## src/rtl/countdown_timer.sv

```systemverilog
// Prescaled down-counter with one-shot or auto-reload operation.
// Emits a one-cycle done pulse when the count reaches its terminal value.
module countdown_timer #(
   parameter int NUM_BITS      = 8,
   parameter int PRESCALE_BITS = 4
) (
   input  logic                     clk,
   input  logic                     rst,
   input  logic                     enable,
   input  logic                     load,
   input  logic [NUM_BITS-1:0]      load_value,
   input  logic                     periodic,
   input  logic [PRESCALE_BITS-1:0] prescale,
   output logic [NUM_BITS-1:0]      count,
   output logic                     busy,
   output logic                     done
);

   typedef enum logic {IDLE = 1'b0, RUN = 1'b1} state_t;

   state_t                   state;
   logic [NUM_BITS-1:0]      reload;
   logic [PRESCALE_BITS-1:0] prescaler;

   assign busy = (state == RUN);

   always_ff @(posedge clk or negedge rst) begin
      if (!rst) begin
         state     <= IDLE;
         count     <= '0;
         reload    <= '0;
         prescaler <= '0;
         done      <= 1'b0;
      end else begin
         done <= 1'b0;
         if (load) begin
            count     <= load_value;
            reload    <= load_value;
            prescaler <= '0;
            state     <= (load_value != '0) ? RUN : IDLE;
         end else if (state == RUN && enable) begin
            // >= lets a mid-run prescale reduction tick at once instead of wrapping
            if (prescaler >= prescale) begin
               prescaler <= '0;
               if (count > NUM_BITS'(1)) begin
                  count <= count - NUM_BITS'(1);
               end else if (count == NUM_BITS'(1)) begin
                  done <= 1'b1;
                  if (periodic) begin
                     count <= reload;
                  end else begin
                     count <= '0;
                     state <= IDLE;
                  end
               end else begin
                  state <= IDLE;
               end
            end else begin
               prescaler <= prescaler + PRESCALE_BITS'(1);
            end
         end
      end
   end

endmodule

```

## config.mk

```make
export PLATFORM = sky130hd
export DESIGN_NAME = countdown_timer
export DESIGN_NICKNAME = d
export VERILOG_FILES = /design/src/rtl/countdown_timer.sv
export SDC_FILE = /design/constraint.sdc
export NUM_CORES = 1
export LEC_CHECK = 0
export CAP_MARGIN = 20
export CORE_ASPECT_RATIO = 1.25
export CORE_MARGIN = 4
export CORE_UTILIZATION = 40
export DETAILED_ROUTE_END_ITERATION = 8
export GPL_TIMING_DRIVEN = 0
export SLEW_MARGIN = 20
export SYNTH_ARGS = -nofsm -noshare
export SYNTH_HDL_FRONTEND = slang
export SYNTH_SLANG_ARGS = --single-unit
```

## constraint.sdc

```tcl
create_clock -name clk -period 2.3 [get_ports clk]
set_input_delay 0.23 -clock clk [delete_from_list [all_inputs] [get_ports clk]]
set_output_delay 0.23 -clock clk [all_outputs]
set_load 0.005 [all_outputs]
```

==> results of run 1 <==
==> layer usage <==
layer | part of all wire (%) | track usage [%] | wire length (um)
met1 | 46 | 25.38 | 1782
met2 | 48 | 30.20 | 1896
met3 | 4.4 | 2.083 | 174
met4 | 1.6 | 6.265 | 61
met5 | 0 | 0 | 0
==> cells in the mapped netlist (2+ instances only) <==
cell type  count
nand2_1       14
o211ai_1       3
a31oi_1        3
or3_1          2
inv_1         15
a2111o_1       2
nor4_1         2
nor3_1         2
o41ai_1        3
and3_1         3
a21oi_1        8
nor3_2         2
buf_2          4
clkbuf_1       4
ha_1           7
dfrtp_1       22
o21ai_0       10
nand3_1        6
nand4_1        7
mux2_2         4
or4_1          4
nor2_1        12
nand2b_1       2
==> sequential cells by signal, indices dropped and copies added, names as in the netlist <==
register	flops
done	1
count	8
reload	8
prescaler	4
busy	1
==> final cells by class <==
type | count | area share, %
inverter | 15 | 3.207
clock buffer | 4 | 3.136
multi-input combinational | 114 | 43.19
sequential | 22 | 31.43
timing repair buffer | 25 | 13.97
tap | 37 | 2.637
buffer | 9 | 2.423
==> power by group through the flow <==
stage | clock network [W] | registers (W) | logic, W
finish | 0.000284 | 0.000451 | 0.000226
global route | 0.000309 | 0.000457 | 0.000251
CTS | 0.000294 | 0.000450 | 0.000224
detailed placement | 0 | 0.000458 | 0.000223
global placement | 0 | 0.000458 | 0.000219
floorplan | 0 | 0.000451 | 0.000121
==> cells by family (layout without fill, tap and decap cells) <==
| logic type | Yosys count | in the layout | synth area share (%) |
|---|---|---|---|
| AND/OR/NAND/NOR | 60 | 60 | 22.62 |
| AO/OA/AOI/OAI | 42 | 42 | 20.75 |
| buffers and inverters | 25 | 53 | 7.301 |
| flip-flops | 22 | 22 | 39.18 |
| adder cells (fa/ha/maj) | 7 | 7 | 6.233 |
| multiplexers | 5 | 5 | 3.918 |
==> worst max-delay path, delay by kind of cell, from the launching register on <==
| kind | cells | cell delay (ns) |
|---|---|---|
| AO/OA/AOI/OAI | 2 | 0.34 |
| buffers and inverters | 2 | 0.36 |
| AND/OR/NAND/NOR | 2 | 0.87 |
| flip-flops | 1 | 0.47 |
==> path summary, 6_finish.rpt <==
path	start	endpoint	slack, ns
min in group asynchronous	rst	count[6]	0.47
hold reg to reg	reload[4]	reload[4]	0.51
setup reg to reg	count[4]	count[4]	0.13
hold / removal	periodic	count[6]	0.37
setup / recovery	count[4]	count[4]	0.13
max in group asynchronous	rst	count[4]	1.46
==> through the flow <==
stage	setup WS [ns]	util (%)
finish	0.1259	53.51
global route	0.004858	53.51
CTS	0.09024	53.24
detailed placement	-0.1038	51.56
global placement	-0.07500	51.56
floorplan	0.3169	-
==> what timing repair did <==
item                                    in CTS  in global routing
endpoints found under the hold margin        0                 22
hold buffers                                 0                  1
resized for setup                            0                  2
endpoints found under the setup margin       0                  3
==> impl_metrics.tcl, run 1 <==
set metrics [dict create \
    cp-end-kind "flip-flop" \
    p_sw_w 0.0002847 \
    vias_per_cell 6.044 \
    drt_iter0_markers 85 \
    yosysTopAreaCell "dfrtp_1" \
    fp.dieW_um 61.01 \
    cts_buffers 3 \
    final-seq-area_um2 551.8 \
    seq_power_share_pct 46.9 \
    die_area_um2 4531 \
    maxCapViolations 0 \
    dp_hpwl_um 2895 \
    wl_per_cell_um 17.32 \
    finalPower_w 0.0009615 \
    drt-pass1-iter-count 4 \
    critical_path.max_fanout 9 \
    drive_above_1_share_pct 10.58 \
    synth.distinct_cells 43 \
    start_util_pct 42.83 \
    critPathRequiredTime_ns 2.43 \
    synth_warnings 0 \
    ys_ff_latch 22 \
    grt.overflow.total 0 \
    hold_slack_ns 0.3685 \
    slew_headroom_pct 62.24 \
    p_int_w 0.0006767 \
    postCtsSetupBuffers 0 \
    clock_sinks 22 \
    drc 0 \
    critPathMaxStageDelay_ns 0.53 \
    clk_latency_ns 0.26 \
    synth-main-ff-cell "dfrtp_1" \
    p_per_area_nw_per_um2 547.7 \
    antenna_found_initial 0 \
    syn_area_um2 1405 \
    critPathSlowestCell "or4_1" \
    p_leak_nw 0.7317 \
    cts_buffer_depth 2 \
    swShare_pct 29.61 \
    grt_max_degree 23 \
    worstMarginPinSlew_ns 0.5663 \
    avgSynthCellArea_um2 8.727 \
    ys_seq_area_share_pct 39.18 \
    fin_cells 226 \
    core-area_um2 3281 \
    period_share_pct 94.53 \
    grt_usage_pct 18.54 \
    fmax_mhz 460.0 \
    min_period_ns 2.174 \
    layout_common_cells "clkdlybuf4s50_1 (23), dfrtp_1 (21), inv_1 (15)" \
    cts.htree.levels 1 \
    pwr-share-clk_pct 29.6 \
    rsz0062_at_grt "false" \
    io_pins 27 \
    synthTopCellsByArea "dfrtp_1 (39%), ha_1 (6.2%), inv_1 (4.0%), nand2_1 (3.7%), o21ai_0 (3.6%)" \
    place_congestion 0.8747 \
    io_buffers 24 \
    status "finished clean" \
    grt_pass1_wl_um 6348 \
    dp.cells 222 \
    final_nets 214 \
    row_count 23 \
    min_path_cells 3 \
    ff2ff_path_depth 6 \
    die_h_um 74.27 \
    via_count 1366 \
    final_hold_viol_count 0 \
    detail-route-antenna-nets 0 \
    cp_common_cell "buf_2" \
    ys_async_sr_fraction_pct 100.0 \
    cp_data_arrival_time_ns 2.31 \
    place_area_um2 1692 \
    fin_skew_ns 0.007105 \
    antenna_cells 0 \
    tritoncts "built" \
    postLayoutCellArea_um2 1755 \
    setup_viol 0 \
    multiInputGateArea_um2 758.2 \
    cp_cell_sequence "or4_1, buf_2, or3_1, buf_2, a21oi_2, o32ai_1" \
    synth_top_cell_area_share_pct 39.18 \
    p_comb_share_pct 23.5 \
    path_clk_slew_ns 0.09 \
    syn2layout_area_growth_pct 24.93 \
    synthCells 161 \
    root_buffer "clkbuf_8" \
    syn-num-nets 185 \
    maxSlewViolCount 0 \
    final_common_cell "clkdlybuf4s50_1" \
    vdd_drop_max_uv 395.2 \
    grt_pass1_vias 1359 \
    wl_um 3914 \
    criticalPathCategory "flip-flop to flip-flop" \
    nFillCells 319 \
    crit_path_start_kind "flip-flop" \
    synth-edff-count 0 \
    hold_class "input pin to flip-flop" \
    totalNegativeSetupSlack_ns 0 \
]
(Power assumes the default switching activity.)
==> run 2: changes to the inputs <==
- CORE_MARGIN: 4 -> not set
==> impl_metrics.tcl, run 2 (same netlist as run 1, synthesis figures left out) <==
set metrics [dict create \
    drive_above_1_share_pct 11.92 \
    cts_buffers 3 \
    grt_pass1_vias 1305 \
    hold_class "input pin to flip-flop" \
    maxSlewViolCount 0 \
    p_comb_share_pct 23.6 \
    root_buffer "clkbuf_8" \
    rsz0062_at_grt "false" \
    layout_common_cells "clkdlybuf4s50_1 (23), dfrtp_1 (21), inv_1 (15)" \
    via_count 1377 \
    status "finished clean" \
    place_congestion 0.8744 \
    grt.overflow.total 0 \
    p_leak_nw 0.7424 \
    path_clk_slew_ns 0.08 \
    grt_pass1_wl_um 5761 \
    grt_max_degree 23 \
    cp_data_arrival_time_ns 2.32 \
    p_per_area_nw_per_um2 544.2 \
    tritoncts "built" \
    fp.dieW_um 55.01 \
    row_count 23 \
    detail-route-antenna-nets 0 \
    cts_buffer_depth 2 \
    p_int_w 0.0006819 \
    start_util_pct 42.83 \
    fmax_mhz 459.4 \
    critical_path.max_fanout 10 \
    p_sw_w 0.0002843 \
    critPathRequiredTime_ns 2.44 \
    postLayoutCoreUtil_pct 54.12 \
    antenna_cells 0 \
    cp-end-kind "flip-flop" \
    totalNegativeSetupSlack_ns 0 \
    fin_skew_ns 0.001102 \
    io_pins 27 \
    criticalPathCategory "flip-flop to flip-flop" \
    drc 0 \
    vias_per_cell 5.987 \
    die_h_um 68.27 \
    final_nets 218 \
    min_period_ns 2.177 \
    path_delay_family "simple AND/OR/NAND/NOR gates" \
    swShare_pct 29.42 \
    top_regs "count x8, reload x8, prescaler x4" \
    critPathMaxStageDelay_ns 0.51 \
    dp_hpwl_um 2711 \
    nFillCells 329 \
    seq_power_share_pct 46.8 \
    grt_usage_pct 21.38 \
    setup_viol 0 \
    clock_sinks 22 \
    die_area_um2 3755 \
    clk_latency_ns 0.27 \
    crit_path_start_kind "flip-flop" \
    period_share_pct 94.63 \
    antenna_found_initial 0 \
    vdd_drop_max_uv 330.5 \
    crit_buf_inv 2 \
    maxCapViolations 0 \
    core-area_um2 3281 \
    worstMarginPinSlew_ns 0.6071 \
    final_common_cell "clkdlybuf4s50_1" \
    syn2layout_area_growth_pct 26.36 \
    critPathSlowestCell "or4_1" \
    io_buffers 24 \
    pwr-share-clk_pct 29.7 \
    cp_cell_sequence "or4_1, buf_2, nor3_2, buf_4, nor2_1, o311ai_0, o21ai_1" \
    hold_slack_ns 0.3433 \
    wl_um 3649 \
    drt-pass1-iter-count 4 \
    cts.htree.levels 1 \
    wl_per_cell_um 15.87 \
    final_hold_viol_count 0 \
    slew_headroom_pct 59.16 \
    drt_iter0_markers 63 \
]
[run 2: cell count changes in the layout (fill, tap and decap cells not counted)]
cell	delta
nor3_4	-1
buf_4	+3
clkbuf_1	+1
nor3_2	+1
[run 2: path summary, 6_finish.rpt]
path	start	end	slack, ns	cells after the start
min in group asynchronous	rst	prescaler[0]	0.47	2
worst max register to register	count[4]	count[2]	0.12	7
worst min register to register	reload[3]	reload[3]	0.51	1
worst max-delay path	count[4]	count[2]	0.12	7
max in group asynchronous	rst	count[4]	1.46	2
worst min-delay path	periodic	count[6]	0.34	3
[run 2: power groups by stage]
| stage | Clock [W] | Combinational [W] | Sequential [W] |
|---|---|---|---|
| 4_1_cts | 0.000295 | 0.000221 | 0.000451 |
| 3_5_place_dp | 0 | 0.000220 | 0.000459 |
| 6_report | 0.000287 | 0.000228 | 0.000452 |
| 3_3_place_gp | 0 | 0.000216 | 0.000458 |
| 2_1_floorplan | 0 | 0.000121 | 0.000451 |
| 5_1_grt | 0.000306 | 0.000254 | 0.000456 |
[run 2: repair_timing]
action                                 CTS  global route
endpoints found under the hold margin    0            22
setup endpoints to repair                0             2
resized for setup                        0             1
hold buffers                             0             1
buffers inserted                         0             3
[run 2: metrics by stage]
stage	cells	power, W	instance area [um^2]	setup WS, ns
final	230	0.0009661	1775	0.1234
after global routing	230	0.001016	1775	0.009593
after CTS	226	0.0009665	1747	0.1035
after detailed placement	222	0.0006783	1692	-0.04227
after global placement	222	0.0006741	1692	-0.04435
after floorplan	161	0.0005727	1405	0.3169
[run 2: area by class of cell]
| class | instances | area, um^2 | share of cell area [%] |
|---|---|---|---|
| plain buffers | 10 | 46.29 | 2.607 |
| clock buffers | 4 | 55.05 | 3.101 |
| inverters | 15 | 56.30 | 3.171 |
| multi-input cells | 114 | 752.0 | 42.35 |
| flip-flops and latches | 22 | 551.8 | 31.08 |
| well taps | 37 | 46.29 | 2.607 |
| repair buffers | 28 | 267.8 | 15.08 |
[run 2: layer usage]
layer  share of wire (%)  routed length [um]  track usage (%)  up-vias
met5                   0                   0                0        -
met4                 1.7                  61            8.438        0
met3                 4.9                 179            3.111        8
met2                  50                1808            36.60       54
met1                  44                1600            26.24      653
li1                    -                   -                -      662
[run 2: worst reg2reg max path, delay by kind of cell, from the launching register on]
family,cells,cell delay [ns]
AOI/OAI and AO/OA,2,0.38
buffers and inverters,2,0.39
DFF,1,0.47
and+or+nand+nor,3,0.82
==> run 3: changes to the inputs <==
- SLEW_MARGIN: 20 -> 40
==> impl_metrics.tcl, run 3 (same netlist as run 1, synthesis figures left out) <==
set metrics [dict create \
    core-area_um2 3281 \
    dp.cells 222 \
    finalPower_w 0.0009241 \
    period_share_pct 92.68 \
    cp-end-kind "flip-flop" \
    p_leak_nw 0.7317 \
    top_usage_layer "met2" \
    drc 0 \
    vdd_drop_max_uv 304.2 \
    io_pins 27 \
    final_hold_viol_count 0 \
    path_clk_slew_ns 0.08 \
    critPathMaxStageDelay_ns 0.44 \
    io_buffers 24 \
    hold_class "input pin to flip-flop" \
    p_per_area_nw_per_um2 526.0 \
    wl_per_cell_um 15.98 \
    detail-route-antenna-nets 0 \
    root_buffer "clkbuf_8" \
    drive_above_1_share_pct 10.53 \
    fp.dieW_um 55.01 \
    maxSlewViolCount 0 \
    fin_ws_ns 0.1684 \
    die_area_um2 3755 \
    min_period_ns 2.132 \
    layout_common_cells "clkdlybuf4s50_1 (23), dfrtp_1 (21), inv_1 (15)" \
    cts_buffer_depth 2 \
    crit_buf_inv 2 \
    setup_viol 0 \
    critical_path.max_fanout 6 \
    path_delay_family "compound AO/OA/AOI/OAI gates" \
    cts_buffers 3 \
    fin_cells 227 \
    tritoncts "built" \
    cp_cell_sequence "inv_1, ha_1, nand2b_1, a2111o_1, and3b_1, clkbuf_1, a21oi_2, o32ai_1" \
    fmax_mhz 469.1 \
    critPathRequiredTime_ns 2.44 \
    antenna_cells 0 \
    final_nets 216 \
    cp_data_arrival_time_ns 2.27 \
    cts.htree.levels 1 \
    critPathSlowestCell "a2111o_1" \
    dp_hpwl_um 2695 \
    place_congestion 0.8744 \
    wl_um 3628 \
    final_common_cell "clkdlybuf4s50_1" \
    grt_pass1_vias 1323 \
    clock_sinks 22 \
    pre_cts_ws_ns -0.03844 \
    drt-pass1-iter-count 4 \
    grt_max_degree 23 \
    use_met2_pct 37.05 \
    grt_usage_pct 21.58 \
    grt_pass1_wl_um 5802 \
    status "finished clean" \
    worstMarginPinSlew_ns 0.5939 \
    top_regs "count x8, reload x8, prescaler x4" \
    syn2layout_area_growth_pct 25.02 \
    fin_skew_ns 0.003024 \
    gr-usage-met1_pct 26.58 \
    rsz0062_at_grt "false" \
    maxCapViolations 0 \
    grt.overflow.total 0 \
    criticalPathCategory "flip-flop to flip-flop" \
    crit_path_start_kind "flip-flop" \
    slew_headroom_pct 60.04 \
    grtUsageMet3_pct 2.444 \
    die_h_um 68.27 \
    clk_latency_ns 0.27 \
    start_util_pct 42.83 \
    row_count 23 \
    vias_per_cell 6.026 \
    drt_iter0_markers 35 \
    antenna_found_initial 0 \
    via_count 1368 \
]
-- run 3: cell count changes in the layout (fill, tap and decap cells not counted), sizes merged --
cell,delta
clkbuf,-1
buf,-2
-- run 3: worst paths after layout --
path	end	slack, ns	startpoint	cells after the start
worst max-delay path	count[4]	0.17	prescaler[0]	8
worst min-delay path	count[6]	0.35	periodic	3
worst max register to register	count[4]	0.17	prescaler[0]	8
worst min register to register	reload[5]	0.51	reload[5]	1
max in group asynchronous	count[4]	1.47	rst	2
min in group asynchronous	prescaler[0]	0.45	rst	2
-- run 3: layer usage --
metal | vias to the layer above | routed length (um)
met4 | 0 | 57
met3 | 8 | 138
met2 | 42 | 1813
met5 | - | 0
met1 | 658 | 1617
li1 | 660 | -
-- run 3: what timing repair did --
action | CTS | global route
hold buffers | 1 | 0
buffers inserted | 0 | 1
gates resized for setup | 0 | 3
endpoints found under the hold margin | 22 | 0
setup endpoints to repair | 0 | 2
-- run 3: tightest hold or removal path: stages --
cell and delay, ns:
buf_2 0.16, nand4_1 0.09, a32oi_1 0.09
-- run 3: report_power, final --
part | internal [W] | switching [W]
Clock | 0.000117 | 0.000131
Combinational | 0.000108 | 0.000116
Sequential | 0.000418 | 0.0000335
-- run 3: metrics by stage --
stage / instance area [um^2] / setup TNS [ns] / util (%) / hold slack [ns]
after CTS: 1738 / 0 / 52.97 / 0.3478
final: 1757 / 0 / 53.55 / 0.3506
after global routing: 1757 / 0 / 53.55 / 0.3754
after floorplan: 1405 / 0 / - / -0.06559
after global placement: 1692 / -0.09261 / 51.56 / 0.4877
after detailed placement: 1687 / -0.08023 / 51.41 / 0.2338
-- run 3: final cells by class --
class                           count  area, um^2
Fill cell                         327        1524
Multi-Input combinational cell    114       758.2
Sequential cell                    22       551.8
Timing Repair Buffer               26       252.7
Inverter                           15       56.30
Buffer                             10       50.05
Tap cell                           37       46.29
Clock buffer                        3       41.29
